===== src/rtl/pc_pkg.sv =====
// Shared types and constants for the program-counter unit and its return-address stack.
package pc_pkg;

    typedef enum logic [1:0] {
        PC_SEQ    = 2'd0,
        PC_BRANCH = 2'd1,
        PC_JAL    = 2'd2,
        PC_JALR   = 2'd3
    } pc_sel_t;

    localparam int unsigned ILEN_BYTES    = 4;
    localparam logic [1:0]  MISALIGN_MASK = 2'b11;

endpackage


===== src/rtl/ras_stack.sv =====
// Circular return-address stack: push, pop and replace-top with a saturating entry count.
module ras_stack #(
    parameter int unsigned XLEN  = 32,
    parameter int unsigned DEPTH = 4
) (
    input  logic            clk,
    input  logic            reset,
    input  logic            push_i,
    input  logic            pop_i,
    input  logic            replace_i,
    input  logic [XLEN-1:0] wdata_i,
    output logic [XLEN-1:0] top_o,
    output logic            valid_o
);

    localparam int unsigned PTR_W = $clog2(DEPTH);
    localparam int unsigned CNT_W = $clog2(DEPTH + 1);
    localparam logic [CNT_W-1:0] FULL = CNT_W'(DEPTH);

    logic [XLEN-1:0]  mem_q [DEPTH];
    logic [XLEN-1:0]  mem_d [DEPTH];
    logic [PTR_W-1:0] ptr_q, ptr_d, top_idx;
    logic [CNT_W-1:0] cnt_q, cnt_d;

    // ptr_q is the next write slot; the top lives one below it, wrapping naturally.
    assign top_idx = ptr_q - PTR_W'(1);
    assign top_o   = mem_q[top_idx];
    assign valid_o = (cnt_q != '0);

    always_comb begin
        mem_d = mem_q;
        ptr_d = ptr_q;
        cnt_d = cnt_q;
        if (push_i || (replace_i && (cnt_q == '0))) begin
            mem_d[ptr_q] = wdata_i;
            ptr_d        = ptr_q + PTR_W'(1);
            if (cnt_q != FULL) begin
                cnt_d = cnt_q + CNT_W'(1);
            end
        end else if (replace_i) begin
            mem_d[top_idx] = wdata_i;
        end else if (pop_i && (cnt_q != '0)) begin
            ptr_d = top_idx;
            cnt_d = cnt_q - CNT_W'(1);
        end
    end

    always_ff @(posedge clk or posedge reset) begin
        if (reset) begin
            ptr_q <= '0;
            cnt_q <= '0;
            for (int unsigned i = 0; i < DEPTH; i++) begin
                mem_q[i] <= '0;
            end
        end else begin
            ptr_q <= ptr_d;
            cnt_q <= cnt_d;
            mem_q <= mem_d;
        end
    end

endmodule


===== src/rtl/pc_unit.sv =====
// Fetch-address generator: next-PC selection, misaligned-jump trapping, RAS hints and retire counter.
module pc_unit
    import pc_pkg::*;
#(
    parameter int unsigned      XLEN         = 32,
    parameter logic [XLEN-1:0]  RESET_VECTOR = '0,
    parameter int unsigned      RAS_DEPTH    = 4,
    parameter int unsigned      CNT_W        = 64
) (
    input  logic             clk,
    input  logic             reset,
    input  logic             enable,
    input  logic [1:0]       pc_sel,
    input  logic             br_taken,
    input  logic [XLEN-1:0]  imm,
    input  logic [XLEN-1:0]  rs1_val,
    input  logic             link_push,
    input  logic             ret_pop,
    input  logic             trap_req,
    input  logic [XLEN-1:0]  trap_vec,
    output logic [XLEN-1:0]  pc_out,
    output logic [XLEN-1:0]  link_addr,
    output logic             misalign,
    output logic [XLEN-1:0]  bad_addr,
    output logic [XLEN-1:0]  ras_top,
    output logic             ras_valid,
    output logic [CNT_W-1:0] instret
);

    pc_sel_t          sel;
    logic [XLEN-1:0]  pc_q, pc_d;
    logic [XLEN-1:0]  bad_q, bad_d;
    logic             mis_q, mis_d;
    logic [CNT_W-1:0] instret_q, instret_d;
    logic [XLEN-1:0]  seq_addr, br_addr, jalr_addr, cand;
    logic             misaligned, commit;
    logic             ras_push, ras_pop, ras_replace;

    assign sel       = pc_sel_t'(pc_sel);
    assign link_addr = pc_q + XLEN'(ILEN_BYTES);

    // Candidate target; a target equal to the fall-through is never considered misaligned.
    always_comb begin
        seq_addr  = pc_q + XLEN'(ILEN_BYTES);
        br_addr   = pc_q + imm;
        jalr_addr = (rs1_val + imm) & ~XLEN'(1);
        case (sel)
            PC_BRANCH: cand = br_taken ? br_addr : seq_addr;
            PC_JAL:    cand = br_addr;
            PC_JALR:   cand = jalr_addr;
            default:   cand = seq_addr;
        endcase
        misaligned = (cand != seq_addr) && ((cand[1:0] & MISALIGN_MASK) != 2'b00);
    end

    always_comb begin
        pc_d      = pc_q;
        bad_d     = bad_q;
        mis_d     = 1'b0;
        instret_d = instret_q;
        commit    = 1'b0;
        if (enable) begin
            if (trap_req) begin
                pc_d = trap_vec;
            end else if (misaligned) begin
                pc_d  = trap_vec;
                bad_d = cand;
                mis_d = 1'b1;
            end else begin
                pc_d      = cand;
                instret_d = instret_q + CNT_W'(1);
                commit    = 1'b1;
            end
        end
        ras_push    = commit && link_push &&
                      ((sel == PC_JAL) || ((sel == PC_JALR) && !ret_pop));
        ras_pop     = commit && (sel == PC_JALR) && ret_pop && !link_push;
        ras_replace = commit && (sel == PC_JALR) && ret_pop && link_push;
    end

    always_ff @(posedge clk or posedge reset) begin
        if (reset) begin
            pc_q      <= RESET_VECTOR;
            bad_q     <= '0;
            mis_q     <= 1'b0;
            instret_q <= '0;
        end else begin
            pc_q      <= pc_d;
            bad_q     <= bad_d;
            mis_q     <= mis_d;
            instret_q <= instret_d;
        end
    end

    ras_stack #(
        .XLEN  (XLEN),
        .DEPTH (RAS_DEPTH)
    ) u_ras (
        .clk       (clk),
        .reset     (reset),
        .push_i    (ras_push),
        .pop_i     (ras_pop),
        .replace_i (ras_replace),
        .wdata_i   (link_addr),
        .top_o     (ras_top),
        .valid_o   (ras_valid)
    );

    assign pc_out   = pc_q;
    assign bad_addr = bad_q;
    assign misalign = mis_q;
    assign instret  = instret_q;

endmodule


===== config.mk =====
export PLATFORM = sky130hd
export DESIGN_NAME = pc_unit
export DESIGN_NICKNAME = d
export VERILOG_FILES = /design/src/rtl/pc_pkg.sv /design/src/rtl/ras_stack.sv /design/src/rtl/pc_unit.sv
export SDC_FILE = /design/constraint.sdc
export NUM_CORES = 1
export LEC_CHECK = 0
export CAP_MARGIN = 0
export CORE_AREA = 2 2 208 210
export CTS_CLUSTER_SIZE = 14
export DETAILED_ROUTE_END_ITERATION = 10
export DIE_AREA = 0 0 210 212
export GPL_ROUTABILITY_DRIVEN = 0
export GPL_TIMING_DRIVEN = 1
export PLACE_DENSITY = 0.72
export SLEW_MARGIN = 15
export SYNTH_ARGS = -nofsm -noshare
export SYNTH_HDL_FRONTEND = slang
export SYNTH_HIERARCHICAL = 1
export SYNTH_SLANG_ARGS = --single-unit

===== constraint.sdc =====
create_clock -name clk -period 7.4 [get_ports clk]
set_input_delay 0.74 -clock clk [delete_from_list [all_inputs] [get_ports clk]]
set_output_delay 0.74 -clock clk [all_outputs]
set_load 0.02 [all_outputs]

==> out/metrics.cfg <==
[status]
outcome = completed

[global_routing]
grt_overflow = 0
grt_pass1_vias = 15800
grt_use_total_pct = 27.50
grt_pass1_wl_um = 94610
antenna_found_initial = 5
grt_start_max_net_pins = 74

[clock_tree]
cts_resized = 0
h-tree-depth = 1
clock_latency_ns = 0.55
root_buffer = clkbuf_16
cts_setup_buffers = 0
cts_max_path_buffers = 3
cts.sinks = 262
postCtsHoldBufs = 0
cts_buffers = 28
clk_pin_slew_ns = 0.06
cts_tree = yes

[floorplan]
die_y_um = 212
rows = 76
core_mm2 = 0.04251
io_pins = 299
die-area_mm2 = 0.04452
start_util_pct = 43.16
die_w_um = 210

[run]
maxCapViolCount = 0

[routing]
wl_per_cell_um = 23.78
routed_wl_um = 61780
post_drt_via_cell_ratio = 6.114
drt.antenna.violating_nets = 0
first_pass_iters = 7
drtIter0Drc = 1591
drcViolationCount = 0
vias = 15890

[synth]
avgSynthCellArea_um2 = 10.44
synthTopCellsByArea = dfrtp_1 (36%), mux2_2 (8.6%), mux2_4 (6.1%)
syn_area_mm2 = 0.01835
ys.flop_type = dfrtp_1
syn_inst = 1758
synthArstFlopShare_pct = 100.0
synth_common_cells = dfrtp_1 (262), mux2_2 (140), nand2_1 (138), a21oi_1 (95), xor2_1 (85)
synth_cell_types = 84
synth_top_area_share_pct = 35.74
synth-seq-area-share_pct = 35.74
synth.most_common_cell = dfrtp_1
synth_edf_count = 0
ys_ff_latch = 262
synth_largest_area_cell = dfrtp_1
synth_warnings = 6
syn-num-nets = 1935

[timing]
setup_tns_ns = 0
period_minus_slack_ns = 6.493
slew_headroom_pct = 24.26
hold_viol = 0
slew_violations = 0
clock_skew_ns = 0.01243
rsz0062_at_grt = false
finalSetupViolCount = 0
worst_pin_slew_ns = 1.136
layout_setup_ws_ns = 0.9075
timing.fmax_ghz = 0.1540
worst_hold_slack_ns = 0.4874
fin_crit_sh_pct = 87.74

[power]
intPower_uw = 4699
p_leak_uw = 0.01009
p_seq_share_pct = 29.8
p_per_area_mw_per_mm2 = 337.1
power_switching_uw = 2992
vdd_ir_drop_max_mv = 0.2440
p_sw_share_pct = 38.90
p_comb_share_pct = 50.5
p_clk_share_pct = 19.7

[place]
portBuffers = 298
dp_hpwl_um = 46740
place_area_mm2 = 0.02180
place_ws_ns = 0.5273
dp.cells = 2545

[setup_path]
cp-end-kind = flip-flop
cp_data_required_time_ns = 7.86
worstSetupPathType = in -> reg
startpoint_type = input pin
cp_max_fo = 34
cp.arrival_ns = 6.95
r2r_cells = 22
reg2reg_setup_slack_ns = 1.01
r2r_end = u_ras/cnt_q[2]
crit-reg2reg-launch = pc_out[12]

[cells_and_area]
fin_area_mm2 = 0.02281
num-nets-final = 2206
drive_above_1_share_pct = 18.19
area_delta_synth_final_pct = 24.36
instances_no_fill = 2598

[worst_hold_path]
hold_path_end = instret[59]
hold_path_class = reg -> reg
hold_depth = 1
hold_start = instret[59]

state kept, by name (all words and copies together), names as in the netlist:
register / flops
instret: 64
pc_out: 32
bad_addr: 32
misalign: 1
u_ras/ptr_q: 2
u_ras/cnt_q: 3
u_ras/mem_q: 128
stage by stage:
stage	power, uW	utilization (%)
6_report	7692	53.67
4_1_cts	7708	53.67
5_1_grt	8056	53.67
3_5_place_dp	6150	51.28
3_3_place_gp	6076	51.28
2_1_floorplan	4612	-
critical path, stage by stage:
cell and delay, ns:
clkdlybuf4s50_1 0.56, and2_1 0.17, fa_1 0.23, nand3_1 0.16, a21oi_2 0.22, o21ai_1 0.17, a2111oi_1 0.69, o31ai_1 0.17
nor4b_1 0.20, or4_1 0.56, nor4_1 0.28, o2111ai_1 0.20, nor4_4 0.43, a21boi_2 0.10, nand2b_2 0.22, buf_4 0.34
nor3_1 0.27, buf_4 0.21, a21oi_1 0.10, xor2_1 0.17, ha_1 0.23, o211ai_1 0.09, o21ai_0 0.12, o2bb2ai_1 0.15
a211oi_1 0.17
how the worst max path moves through the flow:
stage | from | end | slack (ns) | cells after the start
finish | imm[0] | u_ras/cnt_q[2] | 0.91 | 25
global route | imm[0] | u_ras/cnt_q[2] | 0.52 | 25
CTS | imm[1] | u_ras/mem_q[68] | 1.07 | 21
detailed placement | imm[0] | u_ras/cnt_q[2] | 0.53 | 25
global placement | imm[0] | u_ras/cnt_q[2] | 0.65 | 25
floorplan | imm[6] | u_ras/cnt_q[2] | 1.32 | 26
cell families after synthesis:
kind of cell,Yosys count,synth area share [%]
flops,262,35.74
buf+inv,141,3.874
xor+xnor,142,6.861
mux,274,20.13
simple gates,506,14.96
compound gates,361,13.44
fa+ha+maj,72,4.993
power groups by stage:
stage / logic (uW) / registers, uW / clock network [uW]
after floorplan: 2300 / 2310 / 0
after global placement: 3810 / 2270 / 0
after detailed placement: 3850 / 2300 / 0
after CTS: 3880 / 2280 / 1540
after global routing: 4120 / 2340 / 1600
final: 3890 / 2290 / 1520
layout by cell type, fill, tap and decap left out, types with 42 or more instances in the layout:
master,count
ha_1,70
nor2_1,64
nand3_1,51
nand2_1,138
a21oi_1,95
mux2_4,75
xor2_1,85
xnor2_1,55
nand4_1,43
inv_1,42
mux2_2,140
dfrtp_1,261
clkdlybuf4s50_1,297
o21ai_0,66
area by class of cell:
| class | instances | area, um^2 |
|---|---|---|
| Sequential cell | 262 | 6558 |
| Tap cell | 546 | 683.2 |
| Clock inverter | 11 | 162.7 |
| Multi-Input combinational cell | 1355 | 11080 |
| Timing Repair Buffer | 338 | 3303 |
| Clock buffer | 41 | 850.8 |
| Fill cell | 3668 | 19690 |
| Antenna cell | 1 | 2.502 |
| Inverter | 44 | 172.7 |
layer usage:
metal | track usage, % | vias to the layer above | part of all wire, %
met1 | 36.06 | 7795 | 40
met2 | 44.67 | 859 | 46
li1 | - | 7079 | -
met5 | 0 | - | 0.058
met4 | 10.10 | 6 | 4.0
met3 | 6.248 | 146 | 9.7
Note: power is estimated with default switching activity, not from simulation.
